### config.mk
export PLATFORM = sky130hd
export DESIGN_NAME = uart_transmitter
export DESIGN_NICKNAME = d
export VERILOG_FILES = /design/src/rtl/uart_pkg.sv /design/src/rtl/uart_baud_tick.sv /design/src/rtl/uart_transmitter.sv
export SDC_FILE = /design/constraint.sdc
export NUM_CORES = 1
export LEC_CHECK = 0
export ABC_CLOCK_PERIOD_IN_PS = 3600
export CORE_ASPECT_RATIO = 0.8
export CORE_UTILIZATION = 35
export CTS_BUF_LIST = sky130_fd_sc_hd__clkbuf_16
export DETAILED_ROUTE_END_ITERATION = 12
export DONT_BUFFER_PORTS = 1
export MAX_ROUTING_LAYER = met4
export PLACE_DENSITY = 0.5
export SLEW_MARGIN = 20
export SYNTH_ARGS = -nofsm -noshare
export SYNTH_HDL_FRONTEND = slang
export SYNTH_SLANG_ARGS = --single-unit
### constraint.sdc
create_clock -name Clock -period 3.6 [get_ports Clock]
set_input_delay 0.36 -clock Clock [delete_from_list [all_inputs] [get_ports Clock]]
set_output_delay 0.36 -clock Clock [all_outputs]
set_load 0.02 [all_outputs]
### src/rtl/uart_pkg.sv
// Shared definitions for the UART serial path: state encoding, frame geometry, symbol timing.
// Optional even-parity bit is enabled by defining UART_TX_PARITY_EN.
package uart_pkg;

  typedef logic [2:0] uart_state_t;

  localparam uart_state_t IDLE   = 3'd0;
  localparam uart_state_t START  = 3'd1;
  localparam uart_state_t DATA   = 3'd2;
  localparam uart_state_t PARITY = 3'd3;
  localparam uart_state_t STOP   = 3'd4;

  localparam int DATA_BITS = 8;

`ifdef UART_TX_PARITY_EN
  localparam int FRAME_BITS = 11;
`else
  localparam int FRAME_BITS = 10;
`endif

  function automatic int symbol_time(input int clock_freq, input int baud_rate);
    return clock_freq / baud_rate;
  endfunction

endpackage

### src/rtl/uart_baud_tick.sv
// Symbol timer: counts 0..SymbolEdgeTime-1 while enabled and pulses tick on the last count.
// restart forces the count back to 0 so a receiver can re-phase it mid-symbol.
module uart_baud_tick #(
  parameter int SymbolEdgeTime = 16
) (
  input  logic Clock,
  input  logic reset_n,
  input  logic restart,
  input  logic enable,
  output logic tick
);

  localparam int CW = (SymbolEdgeTime > 2) ? $clog2(SymbolEdgeTime) : 1;
  localparam logic [CW-1:0] LAST = CW'(SymbolEdgeTime - 1);

  logic [CW-1:0] r_count;
  logic          w_at_last;

  assign w_at_last = (r_count == LAST);

  always_ff @(posedge Clock or negedge reset_n) begin
    if (!reset_n) begin
      r_count <= '0;
    end else if (restart || !enable || w_at_last) begin
      r_count <= '0;
    end else begin
      r_count <= r_count + CW'(1);
    end
  end

  assign tick = enable && w_at_last;

endmodule

### src/rtl/uart_transmitter.sv
// 8N1 serializer with a one-byte holding register behind a valid/ready handshake.
// Defining UART_TX_PARITY_EN inserts an even-parity bit between the data bits and the stop bit.
module uart_transmitter
  import uart_pkg::*;
#(
  parameter int ClockFreq = 100_000_000,
  parameter int BaudRate  = 115_200
) (
  input  logic       Clock,
  input  logic       reset_n,
  input  logic [7:0] DataIn,
  input  logic       DataInValid,
  output logic       DataInReady,
  output logic       SerialOut,
  output logic       TxBusy
);

  localparam int SymbolEdgeTime = symbol_time(ClockFreq, BaudRate);
  localparam int BCW = $clog2(DATA_BITS);

  if (SymbolEdgeTime < 2) begin : g_bad_baud
    $error("uart_transmitter: ClockFreq/BaudRate must be at least 2");
  end

  uart_state_t          r_state;
  uart_state_t          w_next_state;
  logic                 r_hold_full;
  logic [DATA_BITS-1:0] r_hold_data;
  logic [DATA_BITS-1:0] r_shift;
  logic [BCW-1:0]       r_bit_cnt;
  logic                 w_tick;
  logic                 w_load;
  logic                 w_last_bit;
`ifdef UART_TX_PARITY_EN
  logic                 r_parity;
`endif

  // Drain the holding register from IDLE, or straight out of STOP for gapless frames.
  assign w_load     = r_hold_full && ((r_state == IDLE) || ((r_state == STOP) && w_tick));
  assign w_last_bit = (r_bit_cnt == BCW'(DATA_BITS - 1));

  uart_baud_tick #(
    .SymbolEdgeTime(SymbolEdgeTime)
  ) u_baud (
    .Clock  (Clock),
    .reset_n(reset_n),
    .restart(w_load),
    .enable (r_state != IDLE),
    .tick   (w_tick)
  );

  always_ff @(posedge Clock or negedge reset_n) begin
    if (!reset_n) begin
      r_state <= IDLE;
    end else begin
      r_state <= w_next_state;
    end
  end

  always_comb begin
    w_next_state = r_state;
    case (r_state)
      IDLE:   if (r_hold_full) w_next_state = START;
      START:  if (w_tick) w_next_state = DATA;
`ifdef UART_TX_PARITY_EN
      DATA:   if (w_tick && w_last_bit) w_next_state = PARITY;
      PARITY: if (w_tick) w_next_state = STOP;
`else
      DATA:   if (w_tick && w_last_bit) w_next_state = STOP;
`endif
      STOP:   if (w_tick) w_next_state = r_hold_full ? START : IDLE;
      default: w_next_state = IDLE;
    endcase
  end

  always_comb begin
    SerialOut = 1'b1;
    case (r_state)
      START:  SerialOut = 1'b0;
      DATA:   SerialOut = r_shift[0];
`ifdef UART_TX_PARITY_EN
      PARITY: SerialOut = r_parity;
`endif
      default: SerialOut = 1'b1;
    endcase
    DataInReady = !r_hold_full;
    TxBusy      = (r_state != IDLE) || r_hold_full;
  end

  always_ff @(posedge Clock or negedge reset_n) begin
    if (!reset_n) begin
      r_hold_full <= 1'b0;
      r_hold_data <= '0;
      r_shift     <= '0;
      r_bit_cnt   <= '0;
`ifdef UART_TX_PARITY_EN
      r_parity    <= 1'b0;
`endif
    end else begin
      if (w_load) begin
        r_hold_full <= 1'b0;
        r_shift     <= r_hold_data;
        r_bit_cnt   <= '0;
`ifdef UART_TX_PARITY_EN
        r_parity    <= ^r_hold_data;
`endif
      end else if (DataInValid && !r_hold_full) begin
        r_hold_full <= 1'b1;
        r_hold_data <= DataIn;
      end
      if ((r_state == DATA) && w_tick) begin
        r_shift   <= r_shift >> 1;
        r_bit_cnt <= r_bit_cnt + BCW'(1);
      end
    end
  end

endmodule

; After elaboration in Yosys (flattened, before gate mapping)
; Cells that the tools add are included.
[word_totals]
elab_cells = 50
reg_bits = 33
in_bits = 11
[op_classes]
reduce_logical = 18
n_bitwise = 1
n_eq_ne = 9
muxes = 14
n_addsub = 2
[op_table]
columns = operator, count
row1 = $mux 3, 6
row2 = $mux 8, 2
row3 = $pmux 3 s4, 1
row4 = $add 10x1->10 const B, 1
row5 = $eq 10x10->1 const B, 1
row6 = $mux 10, 1
row7 = $ne 2x2->1 const B, 4
row8 = $eq 3x3->1 const B, 2
row9 = $logic_and 1x1->1, 6
row10 = $logic_or 1x1->1, 4
row11 = $reduce_and 4->1, 1
row12 = $reduce_bool 2->1, 2
row13 = $add 3x1->3 const B, 1
row14 = $eq 3x1->1 const B, 1
row15 = $eq 3x2->1 const B, 1
row16 = $logic_not 3->1, 1
row17 = $mux 1, 3
row18 = $reduce_bool 3->1, 1
row19 = $logic_not 1->1, 2
row20 = $pmux 1 s2, 1
row21 = $reduce_and 2->1, 1
row22 = $not 1->1, 1

; Logic depth before layout (Yosys ltp)
[depth]
depth_word = 8
mapped_depth = 6

; Modules after synthesis
; A second synthesis with hierarchy kept.
[hier_totals]
cells_unflattened = 137
area_unflattened_um2 = 1675.4
[by_module_without_submodules]
columns = module, area_each_um2, cells_each, instances
row1 = uart_transmitter, 1132.3, 84, 1
row2 = uart_baud_tick, 543.0, 53, 1

; Worst setup path before layout
; OpenSTA, ideal clock, no wires.
[synth_path]
path_type = register -> register
from = reg u_baud.r_count[0]
to = reg u_baud.r_count[2]
t_arrival_ns = 1.543
setup_time_ns = 0.071
slack_ns = 1.986
stages_incl_launch_ff = 7
required_time_ns = 3.529
synth_period_minus_slack_ns = 1.614
path_buffers = 1
cell_sequence = dfrtp_1 ha_1 and3b_1 and3_2 or2_1 buf_4 nor2_1
[synth_between]
elab_chain_len = 8
elab_cells_between_ends = 9
[synth_lines]
columns = item, line_no
row1 = start: declaration, uart_baud_tick.sv:16  ; logic [CW-1:0] r_count;
row2 = start signal: assignment, uart_baud_tick.sv:27  ; r_count <= r_count + CW'(1);
row3 = branches (longest 7 deep; another with $add 10x1->10), -
row4 = $mux 10 *, uart_baud_tick.sv:24  ; end else if (restart || !enable || w_at_last) begin
; Mark *: on every way between the ends.
; A chain may end at the register's enable or synchronous reset.

; Worst setup path in the final report
[layout_path]
from = reg u_baud.r_count[0]
to = reg r_shift[4]
[layout_between]
elab_chain_len = 6
elab_cells_between_ends = 8
[layout_lines]
columns = item, line_no
row1 = $eq 10x10->1 *, uart_baud_tick.sv:19  ; assign w_at_last = (r_count == LAST);
row2 = $logic_and 1x1->1 *, uart_baud_tick.sv:31  ; assign tick = enable && w_at_last;
row3 = $logic_and 1x1->1, uart_transmitter.sv:39  ; assign w_load = r_hold_full && ((r_state == IDLE) || ((r_state == STOP) && w_tick));
row4 = $logic_or 1x1->1, uart_transmitter.sv:39
row5 = $logic_and 1x1->1, uart_transmitter.sv:39
row6 = $reduce_bool 2->1 (no line), -
row7 = end signal: assignment, uart_transmitter.sv:102  ; r_shift <= r_hold_data;
row8 = end signal: assignment, uart_transmitter.sv:112  ; r_shift <= r_shift >> 1;
row9 = end: declaration, uart_transmitter.sv:29  ; logic [DATA_BITS-1:0] r_shift;
; Mark *: on every way between the ends. The rest lies on a longest branch, timed or not.

==> impl_results.md <==
* Outcome: finished, final reports clean
* Final GP Congestion at 0.736
* Yosys warns at 0
* Vias in the first global route at 1,136
* Grt ovf at 0
* Syn_area_per_cell at 10.8 um2
* Final ANT Viol Nets at 0
* Final instance area at 0.00178 mm2
* Period utilization at 0.531
* Synth cell types at 38
* Clk sink count at 33
* Placed Area at 0.00162 mm2
* DRC viols at 0
* Setup violators final at 0
* # diodes at 0
* Die area at 0.00489 mm2
* CTS buffer count at 5
* Antenna violations before repair at 0
* Post_cts resized at 0
* Die Span Y at 62.8 um
* Detailed placement HPWL at 2.05 mm
* Worst setup SP type: flip-flop
* Max Slew Vio Count at 0
* Crit path DAT at 2.10 ns
* PwrDens at 568 mW/mm2
* Unrepaired setup endpoints after global routing: false
* Initial DRC count at 43
* CTS root buf: clkbuf_16
* Number of synthesized flops with an enable pin at 0
* Vias at 1,078
* Clock latency on the worst-skew pair at 0.27 ns
* Non-Filler Instances at 207
* Final wirelength at 2.90 mm
* Post-synthesis register bit count at 33
* IR Drop Worst-Case VDD at 0.250 mV
* Least-Margin Pin Slew at 0.670 ns
* # port buffers at 0
* P&R area growth vs syn at 10.1%
* Share of the synthesized area in the top cell type at 0.511
* IO Count at 14
* Post-Place Cells at 198
* Syn_nets at 164
* Tmin final at 1.91 ns
* Endpoints failing hold at 0
* Register area share after synthesis at 0.511
* Clk slew on worst S/H paths at 0.05 ns
* Critical path peak fanout at 13
* Fin Setup TNS at 0 ns
* Total Power at 0.00101 W
* Core area at 0.00431 mm2
* Leakage at 0.785 nW
* Max Cap Viol at 0
* CP Class: reg -> reg
* Synth top cells by count: dfrtp_1 (33), nor2_1 (19), nand3_1 (12)
* DIE WIDTH at 78.0 um
* Largest area contributor in the netlist: dfrtp_1
* Share of cells above drive strength 1 at 0.133
* H-tree depth at 2
* Ys async rst share at 1.00
* Min Hold Slack at 0.237 ns
* Vias per cell at 5.21
* Fmax at 524 MHz
* Most numerous cell in the Yosys netlist: dfrtp_1
* Ys flop type: dfrtp_1
* FILL cells at 418
* Pin count of the biggest net entering global routing at 34
* First-pass GRT wire length at 5.29 mm
* Mapped Cells at 150
* WL per Instance at 14.0 um
* Worst Hold Class: in -> reg
* Synth Cell Area at 0.00162 mm2
* Gr usage total at 0.146
* Rel. slew slack at 0.549
* Clock Path Buffers at 2
* TritonCTS clock tree: done
* Synth area leaders: dfrtp_1 (51%), mux2_2 (5.6%), nor2_1 (4.4%)
* WP data required at 3.79 ns
* Cell Rows at 21
* # nets final at 164
* Layout Skew at 0.00604 ns
* Initial Utilization at 0.375
* CP endpoint kind: flip-flop
* DRT Pass-1 Iters at 4
## cell type report
type                    instances  area (um2)  share of cell area
clock buffers                   5         125              0.0703
inverters                       6        22.5              0.0127
repair buffers                  2        30.0              0.0169
clock inverters                 2        7.51             0.00422
flip-flops and latches         33         826               0.464
multi-input cells             102         697               0.392
well taps                      57        71.3              0.0401
## metal layers
layer,part of all wire,vias to the layer above,global-route usage
met5,0,-,-
met4,0.015,0,0.0694
met3,0.039,4,0.0365
met2,0.41,21,0.212
met1,0.54,529,0.192
li1,-,524,-
## placed cells by master, fill, tap and decap left out, types with 3 or more instances in the layout
cell type	netlist	routed
clkbuf_16	0	5
a31oi_1	7	7
ha_1	3	3
dfrtp_1	33	33
inv_1	6	7
nand3_1	12	12
nor2_1	19	19
mux2_2	8	8
o21ai_0	11	11
xor2_1	6	6
a21oi_1	3	3
nand2_1	4	4
## worst max-delay path, stage by stage (launching register included)
cell and delay [ns]:
dfrtp_1 0.40, ha_1 0.24, and3b_1 0.24, a31oi_2 0.56, o21ai_0 0.20, a31oi_1 0.18
## report_power, final
part	internal, W	leakage, nW	switching, W
Combinational	0.0000645	0.303	0.0000556
Clock	0.000246	0.0685	0.000135
Sequential	0.000442	0.414	0.0000673
## state kept, by name (all words and copies together) (netlist names)
register,cells
r_bit_cnt,3
r_state,3
r_hold_data,8
r_hold_full,1
r_shift,8
u_baud.r_count,10
## timing repair
action,4_1_cts,5_1_grt
hold buffers,2,0
hold endpoints to repair,33,0
setup buffers,0,0
## through the flow
stage / setup slack, ns / utilization
floorplan: 1.99 / -
global placement: 1.82 / 0.375
detailed placement: 1.72 / 0.375
CTS: 1.71 / 0.413
global route: 1.55 / 0.413
finish: 1.69 / 0.413
## logic make-up after synthesis
logic type               Yosys count  share of synthesized area
adder cells (fa/ha/maj)            3                     0.0232
multiplexers                      10                     0.0682
XOR/XNOR                           8                     0.0434
AND/OR/NAND/NOR                   53                      0.186
flip-flops                        33                      0.511
AO/OA/AOI/OAI                     28                      0.111
buffers and inverters             15                     0.0573
## path summary, 6_finish.rpt
path	from	to	slack, ns	cells past startpoint
worst min register to register	r_bit_cnt[0]$_DFFE_PN0P_	r_bit_cnt[0]$_DFFE_PN0P_	0.48	1
min in group asynchronous	reset_n	r_bit_cnt[1]$_DFFE_PN0P_	0.54	2
worst max register to register	u_baud.r_count[0]$_DFF_PN0_	r_shift[4]$_DFFE_PN0P_	1.69	5
worst min-delay path	DataIn[5]	r_hold_data[5]$_DFFE_PN0P_	0.24	1
max in group asynchronous	reset_n	u_baud.r_count[2]$_DFF_PN0_	2.89	2
worst max-delay path	u_baud.r_count[0]$_DFF_PN0_	r_shift[4]$_DFFE_PN0P_	1.69	5
No activity file was read; power rests on OpenSTA's default activity.
